--- src/rtl/key_debounce_encoder_if.sv ---
// Button/key bundle between the raw push-button pins and the tone generator.
// master drives the raw buttons; slave is the debouncer/encoder.
interface key_debounce_encoder_if #(
    parameter int NUM_KEYS = 8,
    parameter int IDX_W    = 3
);
    logic [NUM_KEYS-1:0] btn;
    logic [NUM_KEYS-1:0] key_mask;
    logic [IDX_W-1:0]    key_idx;
    logic                key_valid;
    logic                key_press;
    logic                key_release;

    modport master (
        output btn,
        input  key_mask,
        input  key_idx,
        input  key_valid,
        input  key_press,
        input  key_release
    );

    modport slave (
        input  btn,
        output key_mask,
        output key_idx,
        output key_valid,
        output key_press,
        output key_release
    );
endinterface

--- src/rtl/key_debounce_encoder.sv ---
// Sync + debounce active-low buttons, priority-encode to a note index with press/release pulses.
// Optional macro KEY_HOLD_EN: key_idx keeps the last note after release instead of clearing.
module key_debounce_encoder #(
    parameter int NUM_KEYS        = 8,
    parameter int IDX_W           = 3,
    parameter int DEBOUNCE_CYCLES = 250000,
    parameter int CNT_W           = 18
) (
    input  logic                        clk,
    input  logic                        rst,
    key_debounce_encoder_if.slave       bus
);

    localparam logic [CNT_W-1:0] CNT_MAX = CNT_W'(DEBOUNCE_CYCLES - 1);

    if ((2 ** IDX_W) < NUM_KEYS) begin : g_bad_idx_w
        $error("IDX_W too small for NUM_KEYS");
    end
    if ((2 ** CNT_W) <= DEBOUNCE_CYCLES) begin : g_bad_cnt_w
        $error("CNT_W too small for DEBOUNCE_CYCLES");
    end

    typedef enum logic {
        IDLE,
        PRESSED
    } state_t;

    logic [NUM_KEYS-1:0] sync1_q;
    logic [NUM_KEYS-1:0] sync2_q;
    logic [NUM_KEYS-1:0] pressed;
    logic [NUM_KEYS-1:0] mask_q;
    logic [IDX_W-1:0]    winner;

    state_t              state_q;
    state_t              state_d;
    logic [IDX_W-1:0]    idx_q;
    logic [IDX_W-1:0]    idx_d;
    logic                valid_q;
    logic                valid_d;
    logic                press_q;
    logic                press_d;
    logic                rel_q;
    logic                rel_d;

    // Sync flops hold the raw active-low level, so reset means "released".
    always_ff @(posedge clk or posedge rst) begin
        if (rst) begin
            sync1_q <= '1;
            sync2_q <= '1;
        end else begin
            sync1_q <= bus.btn;
            sync2_q <= sync1_q;
        end
    end

    assign pressed = ~sync2_q;

    for (genvar i = 0; i < NUM_KEYS; i++) begin : g_db
        logic [CNT_W-1:0] cnt_q;
        logic             m_q;

        always_ff @(posedge clk or posedge rst) begin
            if (rst) begin
                cnt_q <= '0;
                m_q   <= 1'b0;
            end else if (pressed[i] == m_q) begin
                cnt_q <= '0;
            end else if (cnt_q == CNT_MAX) begin
                m_q   <= pressed[i];
                cnt_q <= '0;
            end else begin
                cnt_q <= cnt_q + 1'b1;
            end
        end

        assign mask_q[i] = m_q;
    end

    // Later iterations overwrite earlier ones: highest held index wins.
    always_comb begin
        winner = '0;
        for (int i = 0; i < NUM_KEYS; i++) begin
            if (mask_q[i]) begin
                winner = IDX_W'(i);
            end
        end
    end

    always_ff @(posedge clk or posedge rst) begin
        if (rst) begin
            state_q <= IDLE;
            idx_q   <= '0;
            valid_q <= 1'b0;
            press_q <= 1'b0;
            rel_q   <= 1'b0;
        end else begin
            state_q <= state_d;
            idx_q   <= idx_d;
            valid_q <= valid_d;
            press_q <= press_d;
            rel_q   <= rel_d;
        end
    end

    always_comb begin
        state_d = state_q;
        idx_d   = idx_q;
        valid_d = valid_q;
        press_d = 1'b0;
        rel_d   = 1'b0;
        unique case (state_q)
            IDLE: begin
                if (|mask_q) begin
                    state_d = PRESSED;
                    idx_d   = winner;
                    valid_d = 1'b1;
                    press_d = 1'b1;
                end
            end
            PRESSED: begin
                if (~|mask_q) begin
                    state_d = IDLE;
                    valid_d = 1'b0;
                    rel_d   = 1'b1;
`ifdef KEY_HOLD_EN
                    idx_d   = idx_q;
`else
                    idx_d   = '0;
`endif
                end else if (winner != idx_q) begin
                    idx_d   = winner;
                    press_d = 1'b1;
                end
            end
            default: begin
                state_d = IDLE;
            end
        endcase
    end

    assign bus.key_mask    = mask_q;
    assign bus.key_idx     = idx_q;
    assign bus.key_valid   = valid_q;
    assign bus.key_press   = press_q;
    assign bus.key_release = rel_q;

    a_pulse_excl: assert property (
        @(posedge clk) disable iff (rst) !(press_q && rel_q)
    );

endmodule

--- src/flat_wrapper.sv ---
// flat-port wrapper written by rule: the top's interface ports become plain ports
module key_debounce_encoder_flat 
#(
    parameter int NUM_KEYS        = 8,
    parameter int IDX_W           = 3,
    parameter int DEBOUNCE_CYCLES = 250000,
    parameter int CNT_W           = 18
)
  (clk, rst, bus_btn, bus_key_mask, bus_key_idx, bus_key_valid, bus_key_press, bus_key_release);
  key_debounce_encoder_if #(.NUM_KEYS(NUM_KEYS), .IDX_W(IDX_W)) bus_i ();
  input  logic clk;
  input  logic rst;
  input wire logic [$bits(bus_i.btn)-1:0] bus_btn;
  output wire logic [$bits(bus_i.key_mask)-1:0] bus_key_mask;
  output wire logic [$bits(bus_i.key_idx)-1:0] bus_key_idx;
  output wire logic [$bits(bus_i.key_valid)-1:0] bus_key_valid;
  output wire logic [$bits(bus_i.key_press)-1:0] bus_key_press;
  output wire logic [$bits(bus_i.key_release)-1:0] bus_key_release;
  assign bus_i.btn = bus_btn;
  assign bus_key_mask = bus_i.key_mask;
  assign bus_key_idx = bus_i.key_idx;
  assign bus_key_valid = bus_i.key_valid;
  assign bus_key_press = bus_i.key_press;
  assign bus_key_release = bus_i.key_release;
  key_debounce_encoder #(.NUM_KEYS(NUM_KEYS), .IDX_W(IDX_W), .DEBOUNCE_CYCLES(DEBOUNCE_CYCLES), .CNT_W(CNT_W)) u_core (.clk(clk), .rst(rst), .bus(bus_i));
endmodule
--- config.mk ---
export PLATFORM = sky130hd
export DESIGN_NAME = key_debounce_encoder_flat
export DESIGN_NICKNAME = d
export VERILOG_FILES = /design/src/rtl/key_debounce_encoder_if.sv /design/src/rtl/key_debounce_encoder.sv /design/src/flat_wrapper.sv
export SDC_FILE = /design/constraint.sdc
export NUM_CORES = 1
export LEC_CHECK = 0
export CORE_MARGIN = 4
export CORE_UTILIZATION = 30
export CTS_CLUSTER_DIAMETER = 120
export CTS_CLUSTER_SIZE = 8
export DETAILED_ROUTE_END_ITERATION = 12
export PLACE_DENSITY = 0.49
export RECOVER_POWER = 25
export SYNTH_ARGS = -nofsm -noshare
export SYNTH_HDL_FRONTEND = slang
export SYNTH_SLANG_ARGS = --single-unit
--- constraint.sdc ---
create_clock -name clk -period 10.3 [get_ports clk]
set_clock_uncertainty 0.05 [all_clocks]
set_input_delay 2.06 -clock clk [delete_from_list [all_inputs] [get_ports clk]]
set_output_delay 2.06 -clock clk [all_outputs]
set_load 0.02 [all_outputs]
==> flow_summary.json <==
{
  "final_antenna_net_count": 0,
  "clkLatencyLatePin_ns": 0.42,
  "switching_share_pct": 23.5,
  "vias": 5405,
  "die_h_um": 172,
  "seq_power_share_pct": 50.3,
  "cts_setup_buffers": 0,
  "p_int_mw": 1.08,
  "core.rowCount": 59,
  "wl_met2_um": 6680,
  "setup_viol_count_final": 0,
  "finalHoldViolCount": 0,
  "dr_wl_met3_um": 576,
  "drt_iter0_markers": 263,
  "p_sw_mw": 0.332,
  "placed_cell_area_mm2": 0.00863,
  "path_max_fanout": 108,
  "ys_ff_latch": 175,
  "synth.top_cell.area_share_pct": 49.0,
  "maxCapViolCount": 0,
  "grt_usage_pct": 11.0,
  "cts_buffer_depth": 2,
  "critical_path_arrival_ns": 4.12,
  "htreeDepth": 4,
  "cts_root_buffer": "clkbuf_16",
  "cts_resized": 0,
  "clockPowerShare_pct": 46.8,
  "tightest_slew_ns": 1.05,
  "status": "finished clean",
  "final_nets": 858,
  "grt_pass1_wl_um": 26900,
  "dp_hpwl_um": 10200,
  "hold_path.class": "flip-flop to flip-flop",
  "fp.dieArea_mm2": 0.0297,
  "synth_cell_type_count": 36,
  "period_minus_slack_ns": 3.73,
  "wl_per_cell_um": 12.8,
  "power_density_mw_per_mm2": 153,
  "start_util_pct": 30.8,
  "fmax_mhz": 268,
  "leakagePower_nw": 3.72,
  "synth-edff-count": 0,
  "fp.dieW_um": 172,
  "port_buffers": 23,
  "yosys.area_share.simple_pct": 25.3,
  "clkTransAtPathRegs_ns": 0.07,
  "seq_area_frac_synth_pct": 54.2,
  "antenna_cells": 0,
  "via_per_inst": 4.55,
  "required_ns": 10.69,
  "grt-ovfl-total": 0,
  "rsz0062_at_grt": "false",
  "synth_top_area_cell": "dfrtp_1",
  "synthTopCellsByArea": "dfrtp_1 49%, nor2_1 8.5%, xnor2_1 7.8%",
  "syn_nets": 837,
  "yosysWarnings": 0,
  "netlist_instances": 818,
  "grt_max_degree": 109,
  "gp_congestion": 0.775,
  "setup_ws_ns": 6.57,
  "dr.pass1.iters": 5,
  "synth_xor_area_share_pct": 14.9,
  "cts_tree": "yes",
  "area_growth_pct": 13.7,
  "m1WireLength_um": 7850,
  "synth_fa_ha_area_share_pct": 1.39,
  "synth-compound-area-share_pct": 1.20,
  "critPathLaunchType": "input port",
  "dpl_worst_slack_ns": 5.98,
  "synth.area.mux_share_pct": 0.370,
  "synth_ff_type": "dfrtp_1",
  "async_flop_share_pct": 100,
  "finalCritPeriodShare_pct": 36.3,
  "cp-end-kind": "asynchronous set/reset pin",
  "cts_hold_buf": 0,
  "antenna_found_initial": 0,
  "maxUsedRoutingLayer": "met4",
  "fin_area_mm2": 0.00923,
  "clkSinkCount": 175,
  "r2r_slack_ns": 7.69,
  "wl_um": 15200,
  "holdWs_ns": 0.306,
  "p_comb_share_pct": 2.9,
  "numCtsBuffers": 17,
  "max-vdd-ir-drop_mv": 0.0995,
  "timing.slew.headroom_pct": 30.2,
  "core_region_area_mm2": 0.0264,
  "ios": 24,
  "tns_ns": 0,
  "synth_area_per_cell_um2": 9.92,
  "slew_viol_final": 0,
  "synth_top_family_by_area": "simple AND/OR/NAND/NOR gates",
  "syn_area_mm2": 0.00811,
  "drc": 0,
  "grt_pass1_vias": 5392,
  "critPathKind": "input port to asynchronous set/reset pin",
  "layout-drive-gt1-share_pct": 6.69
}
==> registers in the layout, summed over array words and instances (netlist names) <==
| signal | cells |
|---|---|
| u_core.bus.key_press | 1 |
| u_core.sync2_q | 8 |
| u_core.sync1_q | 8 |
| u_core.bus.key_idx | 3 |
| u_core.g_db.m_q | 8 |
| u_core.bus.key_valid | 1 |
| u_core.g_db.cnt_q | 144 |
| u_core.state_q | 1 |
| u_core.bus.key_release | 1 |
==> layer usage <==
| layer | vias up | GRT usage (%) |
|---|---|---|
| li1 | 2762 | - |
| met1 | 2593 | 15.7 |
| met2 | 44 | 16.6 |
| met3 | 6 | 3.29 |
| met4 | 0 | 2.73 |
| met5 | - | 0 |
==> cells in the final DEF, fill, tap and decap left out, types with 2 or more instances in the layout <==
cell type | netlist | layout
clkdlybuf4s50_1 | 0 | 21
ha_1 | 9 | 9
or3_1 | 2 | 2
or2_2 | 9 | 8
inv_1 | 18 | 17
and3_1 | 16 | 16
inv_6 | 0 | 6
nand3_1 | 61 | 61
nor4_1 | 19 | 19
o21ai_0 | 7 | 7
nor4b_1 | 8 | 8
and4_1 | 6 | 6
nand3b_1 | 9 | 9
bufinv_16 | 0 | 2
mux2i_1 | 3 | 3
nand2_1 | 70 | 70
dfstp_1 | 0 | 4
xor2_1 | 66 | 66
dfstp_2 | 16 | 12
clkbuf_16 | 0 | 17
clkinvlp_4 | 0 | 2
nand4_1 | 21 | 21
nor3_1 | 24 | 25
dfrtp_1 | 159 | 159
dlygate4sd3_1 | 0 | 2
a21oi_1 | 4 | 4
nand2b_1 | 2 | 2
xnor2_1 | 72 | 72
clkinv_2 | 0 | 2
inv_8 | 0 | 4
a31o_2 | 3 | 3
nor2_1 | 183 | 183
==> critical path: stages <==
cell and delay [ns]:
clkdlybuf4s50_1 0.47, inv_6 0.70, buf_4 0.82
==> stage by stage <==
step	instances	util (%)	power [mW]
3_5_place_dp	1155	32.8	0.767
4_1_cts	1187	35.0	1.44
3_3_place_gp	1155	32.8	0.766
5_1_grt	1187	35.0	1.47
2_1_floorplan	818	-	0.752
6_report	1187	35.0	1.41
==> worst paths after layout <==
check	from	to	cells after the start
worst min-delay path	u_core.sync1_q[5]	u_core.sync2_q[5]	0
min in group asynchronous	rst	u_core.g_db[0].cnt_q[4]	2
worst max-delay path	rst	u_core.g_db[7].cnt_q[4]	3
max in group clk	u_core.g_db[7].m_q	bus_key_mask[7]	1
worst min register to register	u_core.sync1_q[5]	u_core.sync2_q[5]	0
worst max register to register	u_core.g_db[1].cnt_q[13]	u_core.g_db[1].cnt_q[9]	5
==> cell usage after synthesis (8+ instances only) <==
master,number
nor2_1,183
dfrtp_1,159
xnor2_1,72
nand2_1,70
xor2_1,66
nand3_1,61
nor3_1,24
nand4_1,21
nor4_1,19
inv_1,18
and3_1,16
dfstp_2,16
ha_1,9
nand3b_1,9
or2_2,9
buf_4,8
nor4b_1,8
==> logic make-up after synthesis <==
group	count (synthesis)
AO/OA/AOI/OAI	16
multiplexers	3
XOR/XNOR	138
buffers and inverters	40
adder cells (fa/ha/maj)	9
AND/OR/NAND/NOR	437
flip-flops	175
==> area by class of cell <==
cell class / count / area, um^2
Tap cell: 335 / 419
Fill cell: 2642 / 17100
Multi-Input combinational cell: 603 / 3500
Timing Repair Buffer: 24 / 238
Inverter: 18 / 72.6
Sequential cell: 175 / 4400
Clock inverter: 15 / 174
Clock buffer: 17 / 425
==> power by group through the flow <==
stage               clock (mW)  sequential (mW)  combinational, mW
finish                   0.660            0.710             0.0408
global route             0.713            0.711             0.0485
CTS                      0.687            0.710             0.0433
floorplan                    0            0.721             0.0318
global placement             0            0.723             0.0431
detailed placement           0            0.723             0.0432
Note: power is estimated with default switching activity, not from simulation.
